## config.mk

```make
export PLATFORM = sky130hd
export DESIGN_NAME = lc3_decode
export DESIGN_NICKNAME = d
export VERILOG_FILES = /design/src/rtl/lc3_decode.sv
export SDC_FILE = /design/constraint.sdc
export NUM_CORES = 1
export LEC_CHECK = 0
export CORE_MARGIN = 4
export CORE_UTILIZATION = 44
export CTS_CLUSTER_DIAMETER = 150
export DETAILED_ROUTE_END_ITERATION = 7
export PLACE_DENSITY = 0.95
export RECOVER_POWER = 100
export SLEW_MARGIN = 25
export SYNTH_ARGS = -nofsm -noshare
export SYNTH_HDL_FRONTEND = slang
export SYNTH_SLANG_ARGS = --single-unit
```

## constraint.sdc

```tcl
create_clock -name clock -period 2.1 [get_ports clock]
set_clock_uncertainty 0.15 [all_clocks]
set_input_delay 0.42 -clock clock [delete_from_list [all_inputs] [get_ports clock]]
set_output_delay 0.42 -clock clock [all_outputs]
set_load 0.005 [all_outputs]
```

## src/rtl/lc3_decode.sv

```systemverilog
// LC-3 decode stage: registers the fetched instruction/npc and its execute, writeback and memory controls.
// Optional LC3_DECODE_ILLEGAL_EN flags unsupported opcodes (0100, 1000, 1101, 1111) on the illegal output.
module lc3_decode #(
  parameter int DW = 16
) (
  input  logic          clock,
  input  logic          reset,
  input  logic          enable_decode,
  input  logic [DW-1:0] dout,
  input  logic [DW-1:0] npc_in,
  output logic [DW-1:0] ir,
  output logic [DW-1:0] npc_out,
  output logic [5:0]    e_control,
  output logic [1:0]    w_control,
  output logic          mem_control,
  output logic          dec_valid,
  output logic          illegal
);

  localparam logic [3:0] OP_BR  = 4'b0000;
  localparam logic [3:0] OP_ADD = 4'b0001;
  localparam logic [3:0] OP_LD  = 4'b0010;
  localparam logic [3:0] OP_ST  = 4'b0011;
  localparam logic [3:0] OP_AND = 4'b0101;
  localparam logic [3:0] OP_LDR = 4'b0110;
  localparam logic [3:0] OP_STR = 4'b0111;
  localparam logic [3:0] OP_NOT = 4'b1001;
  localparam logic [3:0] OP_LDI = 4'b1010;
  localparam logic [3:0] OP_STI = 4'b1011;
  localparam logic [3:0] OP_JMP = 4'b1100;
  localparam logic [3:0] OP_LEA = 4'b1110;

  localparam logic [1:0] W_ALU = 2'b00;
  localparam logic [1:0] W_LEA = 2'b01;
  localparam logic [1:0] W_MEM = 2'b10;

  // Opcode and immediate-select bit sit at fixed ISA positions regardless of DW.
  logic [3:0] opcode;
  assign opcode = dout[15:12];

  logic [1:0] alu_next;
  logic [1:0] pcsel1_next;
  logic       pcsel2_next;
  logic       op2_next;
  logic [1:0] w_next;
  logic       mem_next;

  always_comb begin
    alu_next    = 2'b00;
    pcsel1_next = 2'b00;
    pcsel2_next = 1'b0;
    op2_next    = 1'b0;
    w_next      = W_ALU;
    mem_next    = 1'b0;
    case (opcode)
      OP_ADD: op2_next = ~dout[5];
      OP_AND: begin
        alu_next = 2'b01;
        op2_next = ~dout[5];
      end
      OP_NOT: begin
        alu_next = 2'b10;
        op2_next = 1'b1;
      end
      OP_BR, OP_ST: begin
        pcsel1_next = 2'b01;
        pcsel2_next = 1'b1;
      end
      OP_JMP: pcsel1_next = 2'b11;
      OP_LD: begin
        pcsel1_next = 2'b01;
        pcsel2_next = 1'b1;
        w_next      = W_MEM;
      end
      OP_LDR: begin
        pcsel1_next = 2'b10;
        w_next      = W_MEM;
      end
      OP_STR: pcsel1_next = 2'b10;
      OP_LDI: begin
        pcsel1_next = 2'b01;
        pcsel2_next = 1'b1;
        w_next      = W_MEM;
        mem_next    = 1'b1;
      end
      OP_STI: begin
        pcsel1_next = 2'b01;
        pcsel2_next = 1'b1;
        mem_next    = 1'b1;
      end
      OP_LEA: begin
        pcsel1_next = 2'b01;
        pcsel2_next = 1'b1;
        w_next      = W_LEA;
      end
      default: ;  // unsupported opcodes leave every control at zero
    endcase
  end

  always_ff @(posedge clock or posedge reset) begin
    if (reset) begin
      ir          <= '0;
      npc_out     <= '0;
      e_control   <= '0;
      w_control   <= '0;
      mem_control <= 1'b0;
      dec_valid   <= 1'b0;
    end else if (enable_decode) begin
      ir          <= dout;
      npc_out     <= npc_in;
      e_control   <= {alu_next, pcsel1_next, pcsel2_next, op2_next};
      w_control   <= w_next;
      mem_control <= mem_next;
      dec_valid   <= 1'b1;
    end
  end

`ifdef LC3_DECODE_ILLEGAL_EN
  localparam logic [15:0] ILLEGAL_MASK = 16'hA110;  // opcodes 4, 8, 13, 15

  logic [15:0] op_onehot;
  logic        illegal_reg;

  for (genvar gi = 0; gi < 16; gi++) begin : g_op_onehot
    assign op_onehot[gi] = (opcode == 4'(gi));
  end

  always_ff @(posedge clock or posedge reset) begin
    if (reset) begin
      illegal_reg <= 1'b0;
    end else if (enable_decode) begin
      illegal_reg <= |(op_onehot & ILLEGAL_MASK);
    end
  end

  assign illegal = illegal_reg;
`else
  assign illegal = 1'b0;
`endif

endmodule

```

==> metrics.md <==
| Metric | Value |
|---|---|
| CP Launch Type | flip-flop |
| Most frequent cells in the layout | 43 x dlygate4sd3_1, 42 x dfrtp_1, 32 x clkdlybuf4s50_1, 29 x mux2_1, 11 x inv_1 |
| Critical path class | flip-flop to primary output |
| Non-filler cells, final | 249 |
| Top delay family on crit path | buffers and inverters |
| First-pass GRT wire length | 6.04 mm |
| Mapped Area | 0.00170 mm² |
| Pre-antenna DRT Iters | 4 |
| Setup slack after placement | 0.258 ns |
| Die H | 70.2 µm |
| Clock transition at path regs | 0.08 ns |
| Post-layout nets | 235 |
| Slowest cell on the critical path | dlygate4sd3_1 |
| Layout cell share with drive strength beyond 1 | 0.0647 |
| Commonest non-fill, non-tap cell in the layout | dlygate4sd3_1 |
| WHS Path Cells | 1 |
| Worst Slack Setup Final | 0.259 ns |
| Worst skew pair latency | 0.28 ns |
| CTS max path bufs | 2 |
| Distinct cells, synth | 23 |
| Die ar. | 0.00493 mm² |
| Width of the die | 70.2 µm |
| Final hold violations | 0 |
| Vias | 1223 |
| Status | finished clean |
| Seq/Total Area, Yosys | 0.617 |
| CTS sink cnt | 42 |
| Setup bufs post-CTS | 0 |
| Worst endpoint required time | 1.53 ns |
| PD cells | 685 mW/mm² |
| Post-Syn Nets | 157 |
| Slowest stage delay, CP | 0.60 ns |
| Setup violators final | 0 |
| FP Rows | 22 |
| Largest net degree at the start of global routing | 52 |
| # diodes | 0 |
| Post-CTS Resized | 0 |
| CTS tree | built |
| Number of global-route vias before repair | 1310 |
| Initial antenna violation count | 0 |
| Tcrit/Tclk final | 0.877 |
| Static Leak | 0.00110 µW |
| Fin. max-slew vios | 0 |
| Critical Path End Type | primary output |
| Min Hold Slack | 0.319 ns |
| Hold Path Class | flip-flop to flip-flop |
| Yosys reg bits | 42 |
| Fmax | 543 MHz |
| Min Tclk post-route | 1.84 ns |
| # DRC | 0 |
| Utilization after layout | 0.691 |
| Worst-margin pin slew | 1.08 ns |
| Setup TNS | 0 ns |
| Mapped Avg Cell Area | 14.0 µm² |
| CTS buffer count | 5 |
| Gr usage total | 0.156 |
| # hold bufs at CTS | 0 |
| Worst R2R Path Depth | 1 |
| Core area | 0.00369 mm² |
| Crit Path Max Fanout | 2 |
| IO Pins | 78 |
| Layout area overhead | 49.7% |
| Critical path, cell by cell | dlygate4sd3_1 |
| Max-Cap Viols | 0 |
| Ys Warns | 0 |
| CP Buf/Inv Count | 1 |
| H-tree levels | 2 |
| Clock Tree Root | clkbuf_8 |
| Max VDD drop | 0.524 mV |
| Placed insts | 241 |
| Final HPWL DP | 2.76 mm |
| Routed WL per cell | 14.5 µm |
| Vias per cell | 4.91 |
| Initial Util | 0.462 |
| Syn Inst Count | 122 |
| RD Place Congestion | 0.758 |
| Wirelength, routed | 3.61 mm |
| Rel. slew slack | 0.279 |
| Buffers on Ports | 76 |
| Grt total ovfl | 0 |
| Worst Path Arrival | 1.27 ns |
| RSZ-0062 raised after global routing | no |
| Crit. path cell count | 1 |
| Drt first-iter violations | 47 |
| ANT nets after route | 0 |
==> cell type report <==
cell class	count	area (µm²)
repair buffers	79	769
multi-input cells	61	536
inverters	11	41.3
flip-flops and latches	42	1050
clock buffers	7	86.3
well taps	48	60.1
fillers	286	1140
clock inverters	1	5.00
==> worst paths after layout <==
kind                                           from                      to  slack [ns]
max                        e_control[2]$_DFFE_PP0P_            e_control[2]        0.26
min                           dec_valid$_DFFE_PP0P_   dec_valid$_DFFE_PP0P_        0.32
max reg2reg                  npc_out[2]$_DFFE_PP0P_  npc_out[2]$_DFFE_PP0P_        1.15
min reg2reg                   dec_valid$_DFFE_PP0P_   dec_valid$_DFFE_PP0P_        0.32
max in group asynchronous                     reset       ir[4]$_DFFE_PP0P_        0.52
min in group asynchronous                     reset  npc_out[2]$_DFFE_PP0P_        0.57
==> synth_stat cells (all sizes together) <==
library cell | number | area (µm²)
nor2 | 1 | 3.75
mux2 | 30 | 338
or2 | 1 | 6.26
nor2b | 5 | 46.3
dfrtp | 42 | 1050
conb | 1 | 3.75
o22ai | 2 | 12.5
nand3 | 3 | 15.0
o21ai | 7 | 35.0
nand4 | 1 | 6.26
buf | 8 | 67.6
o21a | 2 | 15.0
nand2 | 3 | 11.3
o311ai | 2 | 25.0
nand2b | 1 | 6.26
inv | 11 | 41.3
mux2i | 1 | 10.0
o2111ai | 1 | 8.76
==> registers in the layout, summed over array words and instances (netlist names) <==
signal,cells
dec_valid,1
e_control,6
ir,16
mem_control,1
npc_out,16
w_control,2
==> cell families after synthesis <==
family,after synthesis,share of synthesized area
compound gates,14,0.0566
buf+inv,19,0.0639
other cells,1,0.00220
flops,42,0.617
simple gates,15,0.0558
mux,31,0.204
==> where the power goes <==
| part | switching (µW) | internal [µW] |
|---|---|---|
| combinational | 113 | 200 |
| clock | 256 | 265 |
| sequential | 30.8 | 881 |
==> per-stage QoR <==
stage                     power, µW  instance area (µm²)
final                          1750                 2550
after global routing           1840                 2550
after detailed placement       1290                 2490
after CTS                      1810                 2580
after global placement         1270                 2490
after floorplan                1050                 1700
==> routing by layer <==
layer  part of all wire  GRT usage  wire, µm
met1               0.38      0.173      1380
met5                  0          0         0
met3               0.10     0.0863       365
met4             0.0080     0.0468        29
met2               0.51      0.255      1830
No activity file was read; power rests on OpenSTA's default activity.
